$ cat config.mk
export PLATFORM = sky130hd
export DESIGN_NAME = soc_bus_fabric
export DESIGN_NICKNAME = d
export VERILOG_FILES = /design/src/rtl/soc_bus_pkg.sv /design/src/rtl/soc_gpio_regs.sv /design/src/rtl/soc_bus_fabric.sv
export SDC_FILE = /design/constraint.sdc
export NUM_CORES = 1
export LEC_CHECK = 0
export ABC_AREA = 1
export ABC_CLOCK_PERIOD_IN_PS = 1400
export BUFFER_PORTS_ARGS = -buffer_cell sky130_fd_sc_hd__buf_2
export CORE_MARGIN = 8
export CORE_UTILIZATION = 41
export DETAILED_ROUTE_END_ITERATION = 7
export PLACE_DENSITY = 0.76
export REMOVE_ABC_BUFFERS = 1
export SYNTH_ARGS = -nofsm -noshare
export SYNTH_HDL_FRONTEND = slang
export SYNTH_SLANG_ARGS = --single-unit
export TNS_END_PERCENT = 1
$ cat constraint.sdc
create_clock -name clk -period 1.4 [get_ports clk]
set_input_delay 0.07 -clock clk [delete_from_list [all_inputs] [get_ports clk]]
set_output_delay 0.07 -clock clk [all_outputs]
set_load 0.02 [all_outputs]
$ cat src/rtl/soc_bus_pkg.sv
// Shared types and constants for the SoC memory-mapped bus fabric.
// Holds the FSM state and target encodings, register offsets and the timeout read value.
package soc_bus_pkg;

  localparam int PAGE_W = 8;

  typedef enum logic [1:0] {
    ST_IDLE,
    ST_ACCESS,
    ST_RESP
  } bus_state_t;

  typedef enum logic [1:0] {
    TGT_SLAVE,
    TGT_GPIO,
    TGT_NONE
  } bus_tgt_t;

  localparam logic [1:0] REG_GPIO_OUT = 2'd0;
  localparam logic [1:0] REG_GPIO_IN  = 2'd1;
  localparam logic [1:0] REG_STATUS   = 2'd2;

  localparam logic [31:0] BUS_TIMEOUT_DATA = 32'hDEAD_BEEF;

endpackage

$ cat src/rtl/soc_gpio_regs.sv
// GPIO output/input and sticky status registers; reads are combinational, writes land on the strobe edge.
// gpio_in passes through a two-flop synchroniser; no backpressure, every strobe is accepted.
module soc_gpio_regs
  import soc_bus_pkg::*;
#(
  parameter int                GPIO_W     = 6,
  parameter logic [GPIO_W-1:0] GPIO_RESET = '0
) (
  input  logic              clk,
  input  logic              n_reset,
  input  logic              i_wr_vld,
  input  logic [1:0]        i_reg_sel,
  input  logic [31:0]       i_wr_dat,
  input  logic [3:0]        i_wr_strb,
  input  logic              i_err_set,
  input  logic              i_tmo_set,
  input  logic [GPIO_W-1:0] i_gpio_in,
  output logic [31:0]       o_rd_dat,
  output logic [GPIO_W-1:0] o_gpio_out,
  output logic              o_bus_error
);

  logic [GPIO_W-1:0] r_gpio_out;
  logic [GPIO_W-1:0] r_sync1;
  logic [GPIO_W-1:0] r_sync2;
  logic              r_err;
  logic              r_tmo;
  logic              w_unused;

  assign w_unused = ^{i_wr_dat, i_wr_strb};

  always_ff @(posedge clk or negedge n_reset) begin
    if (!n_reset) begin
      r_gpio_out <= GPIO_RESET;
      r_sync1    <= '0;
      r_sync2    <= '0;
      r_err      <= 1'b0;
      r_tmo      <= 1'b0;
    end else begin
      r_sync1 <= i_gpio_in;
      r_sync2 <= r_sync1;
      if (i_wr_vld && i_reg_sel == REG_GPIO_OUT) begin
        for (int b = 0; b < GPIO_W; b++) begin
          if (i_wr_strb[b/8]) r_gpio_out[b] <= i_wr_dat[b];
        end
      end
      // A new error outranks a simultaneous clear.
      if (i_err_set) begin
        r_err <= 1'b1;
        r_tmo <= i_tmo_set;
      end else if (i_wr_vld && i_reg_sel == REG_STATUS && i_wr_strb[0] && i_wr_dat[0]) begin
        r_err <= 1'b0;
        r_tmo <= 1'b0;
      end
    end
  end

  always_comb begin
    o_rd_dat = '0;
    case (i_reg_sel)
      REG_GPIO_OUT: o_rd_dat[GPIO_W-1:0] = r_gpio_out;
      REG_GPIO_IN:  o_rd_dat[GPIO_W-1:0] = r_sync2;
      REG_STATUS:   o_rd_dat[1:0]        = {r_tmo, r_err};
      default:      o_rd_dat             = '0;
    endcase
  end

  assign o_gpio_out  = r_gpio_out;
  assign o_bus_error = r_err;

endmodule

$ cat src/rtl/soc_bus_fabric.sv
// picorv32 native-port fabric: slave/GPIO/unmapped decode, mem_ready at s_ready+1 (GPIO/unmapped: cycle 2).
// s_valid held until s_ready; SOC_BUS_TIMEOUT_EN adds an ACCESS timeout returning BUS_TIMEOUT_DATA.
module soc_bus_fabric
  import soc_bus_pkg::*;
#(
  parameter int                         NUM_SLAVES     = 2,
  parameter logic [NUM_SLAVES*PAGE_W-1:0] SLAVE_PAGES  = {8'hFF, 8'h00},
  parameter logic [PAGE_W-1:0]          GPIO_PAGE      = 8'hFE,
  parameter int                         GPIO_W         = 6,
  parameter logic [GPIO_W-1:0]          GPIO_RESET     = '0,
  parameter int                         TIMEOUT_CYCLES = 1024
) (
  input  logic                     clk,
  input  logic                     n_reset,
  input  logic                     mem_valid,
  input  logic                     mem_instr,
  input  logic [31:0]              mem_addr,
  input  logic [31:0]              mem_wdata,
  input  logic [3:0]               mem_wstrb,
  output logic                     mem_ready,
  output logic [31:0]              mem_rdata,
  output logic [NUM_SLAVES-1:0]    s_valid,
  output logic [23:0]              s_addr,
  output logic [31:0]              s_wdata,
  output logic [3:0]               s_wstrb,
  input  logic [NUM_SLAVES-1:0]    s_ready,
  input  logic [32*NUM_SLAVES-1:0] s_rdata,
  output logic [GPIO_W-1:0]        gpio_out,
  input  logic [GPIO_W-1:0]        gpio_in,
  output logic                     bus_error
);

  localparam int SEL_W = (NUM_SLAVES > 1) ? $clog2(NUM_SLAVES) : 1;

  bus_state_t            r_state;
  bus_tgt_t              r_tgt;
  logic [SEL_W-1:0]      r_sel;
  logic [NUM_SLAVES-1:0] r_s_valid;
  logic [23:0]           r_s_addr;
  logic [31:0]           r_s_wdata;
  logic [3:0]            r_s_wstrb;
  logic                  r_mem_ready;
  logic [31:0]           r_mem_rdata;

  logic             w_hit;
  logic [SEL_W-1:0] w_sel;
  logic             w_tmo;
  logic             w_gpio_wr;
  logic             w_err_set;
  logic [31:0]      w_gpio_rd;
  logic             w_unused;

  assign w_unused = ^{mem_instr, 32'(TIMEOUT_CYCLES)};

  // Descending scan so the lowest matching index overrides any duplicate page.
  always_comb begin
    w_hit = 1'b0;
    w_sel = '0;
    for (int i = NUM_SLAVES - 1; i >= 0; i--) begin
      if (mem_addr[31 -: PAGE_W] == SLAVE_PAGES[i*PAGE_W +: PAGE_W]) begin
        w_hit = 1'b1;
        w_sel = SEL_W'(i);
      end
    end
  end

`ifdef SOC_BUS_TIMEOUT_EN
  localparam int CNT_W = $clog2(TIMEOUT_CYCLES + 1);
  logic [CNT_W-1:0] r_tmo_cnt;

  always_ff @(posedge clk or negedge n_reset) begin
    if (!n_reset) begin
      r_tmo_cnt <= '0;
    end else if (r_state != ST_ACCESS) begin
      r_tmo_cnt <= '0;
    end else if (r_tgt == TGT_SLAVE) begin
      r_tmo_cnt <= r_tmo_cnt + 1'b1;
    end
  end

  assign w_tmo = (r_state == ST_ACCESS) && (r_tgt == TGT_SLAVE) && !s_ready[r_sel] &&
                 (r_tmo_cnt == CNT_W'(TIMEOUT_CYCLES - 1));
`else
  assign w_tmo = 1'b0;
`endif

  always_ff @(posedge clk or negedge n_reset) begin
    if (!n_reset) begin
      r_state     <= ST_IDLE;
      r_tgt       <= TGT_NONE;
      r_sel       <= '0;
      r_s_valid   <= '0;
      r_s_addr    <= '0;
      r_s_wdata   <= '0;
      r_s_wstrb   <= '0;
      r_mem_ready <= 1'b0;
      r_mem_rdata <= '0;
    end else begin
      r_mem_ready <= 1'b0;
      case (r_state)
        ST_IDLE: begin
          if (mem_valid) begin
            r_s_addr  <= mem_addr[23:0];
            r_s_wdata <= mem_wdata;
            r_s_wstrb <= mem_wstrb;
            r_sel     <= w_sel;
            if (w_hit) begin
              r_tgt     <= TGT_SLAVE;
              r_s_valid <= NUM_SLAVES'(1) << w_sel;
            end else if (mem_addr[31 -: PAGE_W] == GPIO_PAGE) begin
              r_tgt <= TGT_GPIO;
            end else begin
              r_tgt <= TGT_NONE;
            end
            r_state <= ST_ACCESS;
          end
        end
        ST_ACCESS: begin
          case (r_tgt)
            TGT_SLAVE: begin
              if (s_ready[r_sel]) begin
                r_s_valid   <= '0;
                r_mem_rdata <= s_rdata[r_sel*32 +: 32];
                r_mem_ready <= 1'b1;
                r_state     <= ST_RESP;
              end else if (w_tmo) begin
                r_s_valid   <= '0;
                r_mem_rdata <= BUS_TIMEOUT_DATA;
                r_mem_ready <= 1'b1;
                r_state     <= ST_RESP;
              end
            end
            TGT_GPIO: begin
              r_mem_rdata <= w_gpio_rd;
              r_mem_ready <= 1'b1;
              r_state     <= ST_RESP;
            end
            default: begin
              r_mem_rdata <= '0;
              r_mem_ready <= 1'b1;
              r_state     <= ST_RESP;
            end
          endcase
        end
        default: r_state <= ST_IDLE;
      endcase
    end
  end

  assign w_gpio_wr = (r_state == ST_ACCESS) && (r_tgt == TGT_GPIO) && (|r_s_wstrb);
  assign w_err_set = (r_state == ST_ACCESS) && ((r_tgt == TGT_NONE) || w_tmo);

  soc_gpio_regs #(
    .GPIO_W     (GPIO_W),
    .GPIO_RESET (GPIO_RESET)
  ) u_gpio_regs (
    .clk         (clk),
    .n_reset     (n_reset),
    .i_wr_vld    (w_gpio_wr),
    .i_reg_sel   (r_s_addr[3:2]),
    .i_wr_dat    (r_s_wdata),
    .i_wr_strb   (r_s_wstrb),
    .i_err_set   (w_err_set),
    .i_tmo_set   (w_tmo),
    .i_gpio_in   (gpio_in),
    .o_rd_dat    (w_gpio_rd),
    .o_gpio_out  (gpio_out),
    .o_bus_error (bus_error)
  );

  assign mem_ready = r_mem_ready;
  assign mem_rdata = r_mem_rdata;
  assign s_valid   = r_s_valid;
  assign s_addr    = r_s_addr;
  assign s_wdata   = r_s_wdata;
  assign s_wstrb   = r_s_wstrb;

endmodule
==> out/results.md <==
| Stage | Item | Value |
|:---|:---|:---|
| outcome | Status | finished, final reports clean |
| timing | Max Clock Skew | 0.00871 ns |
| timing | Maximum clock rate | 740 MHz |
| cts | Worst-skew pair later-pin latency | 0.41 ns |
| cts | H-tree levels | 4 |
| logic synthesis | Register bit count reported by yosys | 119 |
| worst hold path | Class of the most critical hold timing path | primary input to flop |
| setup path | Worst Path Required | 1.69 ns |
| cells and area | Multi-input logic area | 1810 um2 |
| timing | Measured slew at the worst slew-check pin | 0.455 ns |
| placement | DP Wirelength | 11,500 um |
| logic synthesis | Number of warnings issued by yosys | 0 |
| timing | Remaining max-slew budget at the tightest pin | 0.696 |
| grt | Largest net degree at the start of global routing | 53 |
| route | Detailed-route via count | 4,879 |
| setup path | Worst setup SP type | flop |
| timing | Final worst path period share | 0.966 |
| route | Number of nets with antenna violations after routing | 0 |
| cells and area | Number of antenna cells inserted | 0 |
| route | Drt first pass iters | 5 |
| cts | Number of buffers inserted during clock tree synthesis | 17 |
| timing | Final hold violation count | 0 |
| worst hold path | Worst Hold End | mem_rdata[6] |
| timing | Max Slew Vio Count | 0 |
| power | Total power draw | 0.0166 W |
| grt | GRT Residual Overflow | 0 |
| timing | Setup repair after global routing missed its margin | true |
| route | Per-cell routed wire length | 17.5 um |
| cells and area | Final instance area | 8110 um2 |
| power | Register share of total power | 0.330 |
| logic synthesis | Area share of the largest cell type after synthesis | 0.598 |
| grt | Number of global-route vias before repair | 5,173 |
| setup path | Nature of the critical path endpoint | flop |
| logic synthesis | Sequential-to-total area share from yosys stat | 0.603 |
| logic synthesis | Number of cells produced by synthesis | 495 |
| cts | CTS tree | yes |
| timing | Number of failing setup endpoints in the final timing report | 0 |
| route | Detail-routed via count per cell | 4.83 |
| logic synthesis | Cell Area, Synth | 4940 um2 |
| power | Part of the power in the clock network | 0.256 |
| job | Max Cap Viol | 0 |
| floorplanning | Die Wd | 126 um |
| grt | All-layer global routing usage | 0.218 |
| power | Max rail drop VDD | 0.00157 V |
| placement | Cell area after placement | 6490 um2 |
| placement | IO buf count | 244 |
| cts | Clock sinks | 119 |
| cts | Clk root buf | sky130_fd_sc_hd__clkbuf_16 |
| cts | Maximum root-to-sink buffer count | 2 |
| cells and area | Area taken by flip-flops and latches | 2980 um2 |
| logic synthesis | Cell taking the most area after synthesis | sky130_fd_sc_hd__dfrtp_1 |
| floorplanning | Starting density of the core | 0.416 |
| timing | Post-route worst hold slack | 0.00888 ns |
| setup path | Start point of the critical path | r_sel |
| logic synthesis | Post-synthesis area per instance | 9.97 um2 |
| setup path | Critical path arrival | 1.64 ns |
| floorplanning | Row count | 40 |
| setup path | Reg-to-reg critical path endpoint | mem_rdata[4] |
| power | Internal cell power | 0.0102 W |
| setup path | CP Max Fanout | 8 |
| route | Final routed DRC violation total | 0 |
| power | P per Cell Area | 2050 nW/um2 |
| cells and area | Number of nets at the end of the flow | 995 |
| floorplanning | Core region area | 11,900 um2 |
| logic synthesis | Top area cells in the synthesized netlist | sky130_fd_sc_hd__dfrtp_1, sky130_fd_sc_hd__mux2_2, sky130_fd_sc_hd__nand2_1, sky130_fd_sc_hd__o21ai_0, sky130_fd_sc_hd__nor2_1 |
| floorplanning | Number of top-level pins | 246 |
| logic synthesis | Synth cell types | 18 |
| setup path | Worst flop-to-flop path startpoint | r_sel |
| cells and area | Post-layout utilization of the core | 0.684 |
| grt | First-pass GRT wire length | 27,200 um |
| setup path | Crit Path Class | flop to flop |
| power | Switching component of the power | 0.00641 W |
| setup path | Cells on worst reg2reg path | 8 |
| grt | Initial antenna violation count | 0 |
| cells and area | Signed area change from the synthesized netlist to the final layout | 64.3% |
| timing | Minimum clock period | 1.35 ns |
| floorplanning | Area of the die | 15,800 um2 |
| placement | Placer congestion estimate | 0.827 |
| floorplanning | Die outline height | 126 um |
| power | Logic gate share of total power | 0.414 |
| cells and area | # fillers | 885 |
| worst hold path | Startpoint of the tightest hold check path | s_rdata[6] |
| route | Detailed router's first-iteration violation count | 264 |
| route | Sum of routed wire length over all layers | 17,700 um |
| power | Leak Pwr | 4.17 nW |
| cells and area | Share of cells above drive strength 1 | 0.435 |
| setup path | R2R Setup Slk | 0.05 ns |
| worst hold path | Number of cells traversed by the worst hold path | 3 |
| power | Net switching fraction of the power | 0.385 |
| cts | Reg clk slew, reported paths | 0.05 ns |
==> worst max-delay path: stages (launching register included) <==
cell and delay, ns:
sky130_fd_sc_hd__dfrtp_2 0.42, sky130_fd_sc_hd__inv_2 0.07, sky130_fd_sc_hd__nand2_2 0.08, sky130_fd_sc_hd__nand2_4 0.07, sky130_fd_sc_hd__o21ai_4 0.23, sky130_fd_sc_hd__buf_6 0.17
sky130_fd_sc_hd__inv_2 0.06, sky130_fd_sc_hd__nand2_1 0.07, sky130_fd_sc_hd__nand2_1 0.05
==> layer usage <==
layer | vias to the layer above | part of all wire | track usage
met5 | - | 0 | 0
met4 | 0 | 0.010 | 0.0722
met3 | 17 | 0.12 | 0.114
met2 | 259 | 0.48 | 0.351
met1 | 2274 | 0.39 | 0.244
li1 | 2329 | - | -
==> placed cells by master, fill, tap and decap left out, types with 2 or more instances in the layout <==
| cell type | count |
|---|---|
| sky130_fd_sc_hd__nand3_1 | 15 |
| sky130_fd_sc_hd__o21ai_0 | 62 |
| sky130_fd_sc_hd__dlygate4sd3_1 | 87 |
| sky130_fd_sc_hd__inv_1 | 20 |
| sky130_fd_sc_hd__a21oi_1 | 9 |
| sky130_fd_sc_hd__clkinvlp_4 | 4 |
| sky130_fd_sc_hd__dfrtp_1 | 117 |
| sky130_fd_sc_hd__buf_12 | 5 |
| sky130_fd_sc_hd__buf_6 | 5 |
| sky130_fd_sc_hd__o21ai_1 | 10 |
| sky130_fd_sc_hd__nand2_2 | 4 |
| sky130_fd_sc_hd__bufinv_16 | 2 |
| sky130_fd_sc_hd__mux2_2 | 52 |
| sky130_fd_sc_hd__clkbuf_16 | 19 |
| sky130_fd_sc_hd__clkinv_2 | 4 |
| sky130_fd_sc_hd__clkinv_4 | 2 |
| sky130_fd_sc_hd__nand2_1 | 93 |
| sky130_fd_sc_hd__clkbuf_8 | 2 |
| sky130_fd_sc_hd__inv_2 | 6 |
| sky130_fd_sc_hd__buf_2 | 243 |
| sky130_fd_sc_hd__nor2_1 | 72 |
| sky130_fd_sc_hd__buf_4 | 18 |
| sky130_fd_sc_hd__nor2_2 | 2 |
==> sequential cells by signal, summed over array words and instances (netlist names) <==
register / cells
r_sel: 1
s_wdata: 32
u_gpio_regs.r_sync2: 6
u_gpio_regs.o_gpio_out: 6
r_state: 2
u_gpio_regs.o_bus_error: 1
s_valid: 2
s_wstrb: 4
r_tgt: 2
s_addr: 24
mem_rdata: 32
mem_ready: 1
u_gpio_regs.r_sync1: 6
==> through the flow <==
stage                     setup WS [ns]  std cells  TNS (ns)
after floorplan                   -1.02        471    -94.66
after global placement          0.00614        885         0
after detailed placement        -0.0403        885    -0.275
after CTS                       0.00786       1004         0
after global routing            -0.0155       1011   -0.0434
final                            0.0480       1011         0
==> logic make-up after synthesis <==
logic type / share of synthesized area
AND/OR/NAND/NOR: 0.151
buffers and inverters: 0.0413
multiplexers: 0.119
flip-flops: 0.603
AO/OA/AOI/OAI: 0.0854
==> how the worst max path moves through the flow <==
stage | endpoint | slack, ns | depth (start not counted)
2_1_floorplan | s_addr[0] | -1.02 | 3
3_3_place_gp | mem_rdata[3] | 0.006 | 7
3_5_place_dp | mem_rdata[4] | -0.04 | 7
4_1_cts | s_wdata[29] | 0.008 | 5
5_1_grt | mem_rdata[4] | -0.02 | 8
6_report | mem_rdata[4] | 0.05 | 8
==> layout make-up <==
class,instances,area share
Sequential cell,119,0.367
Tap cell,147,0.0227
Clock buffer,20,0.0563
Inverter,26,0.0120
Clock inverter,12,0.0157
Timing Repair Buffer,361,0.303
Multi-Input combinational cell,326,0.223
==> cells in the mapped netlist <==
library cell,n
sky130_fd_sc_hd__nand3_1,15
sky130_fd_sc_hd__buf_1,2
sky130_fd_sc_hd__nand4_1,1
sky130_fd_sc_hd__clkbuf_1,9
sky130_fd_sc_hd__nor3_1,2
sky130_fd_sc_hd__nand2_1,99
sky130_fd_sc_hd__o21ai_1,6
sky130_fd_sc_hd__mux2_2,52
sky130_fd_sc_hd__inv_1,23
sky130_fd_sc_hd__nor2_2,1
sky130_fd_sc_hd__inv_2,3
sky130_fd_sc_hd__a21oi_1,9
sky130_fd_sc_hd__nor2_1,74
sky130_fd_sc_hd__o21ai_0,66
sky130_fd_sc_hd__dfstp_2,1
sky130_fd_sc_hd__buf_2,13
sky130_fd_sc_hd__dfrtp_1,118
sky130_fd_sc_hd__o21ai_4,1
==> power by group through the flow <==
stage | sequential, W | combinational, W | clock [W]
6_report | 0.00549 | 0.00689 | 0.00425
5_1_grt | 0.00562 | 0.00745 | 0.00449
4_1_cts | 0.00539 | 0.00645 | 0.00431
3_5_place_dp | 0.00542 | 0.00624 | 0
3_3_place_gp | 0.00536 | 0.00612 | 0
2_1_floorplan | 0.00688 | 0.00220 | 0
==> repair_timing <==
item	CTS	global route
gates resized for setup	1	24
pin swaps	0	4
hold buffers	87	0
setup buffers	0	4
setup endpoints to repair	29	80
endpoints found under the hold margin	153	0
cloned	0	3
No activity file was read; power rests on OpenSTA's default activity.
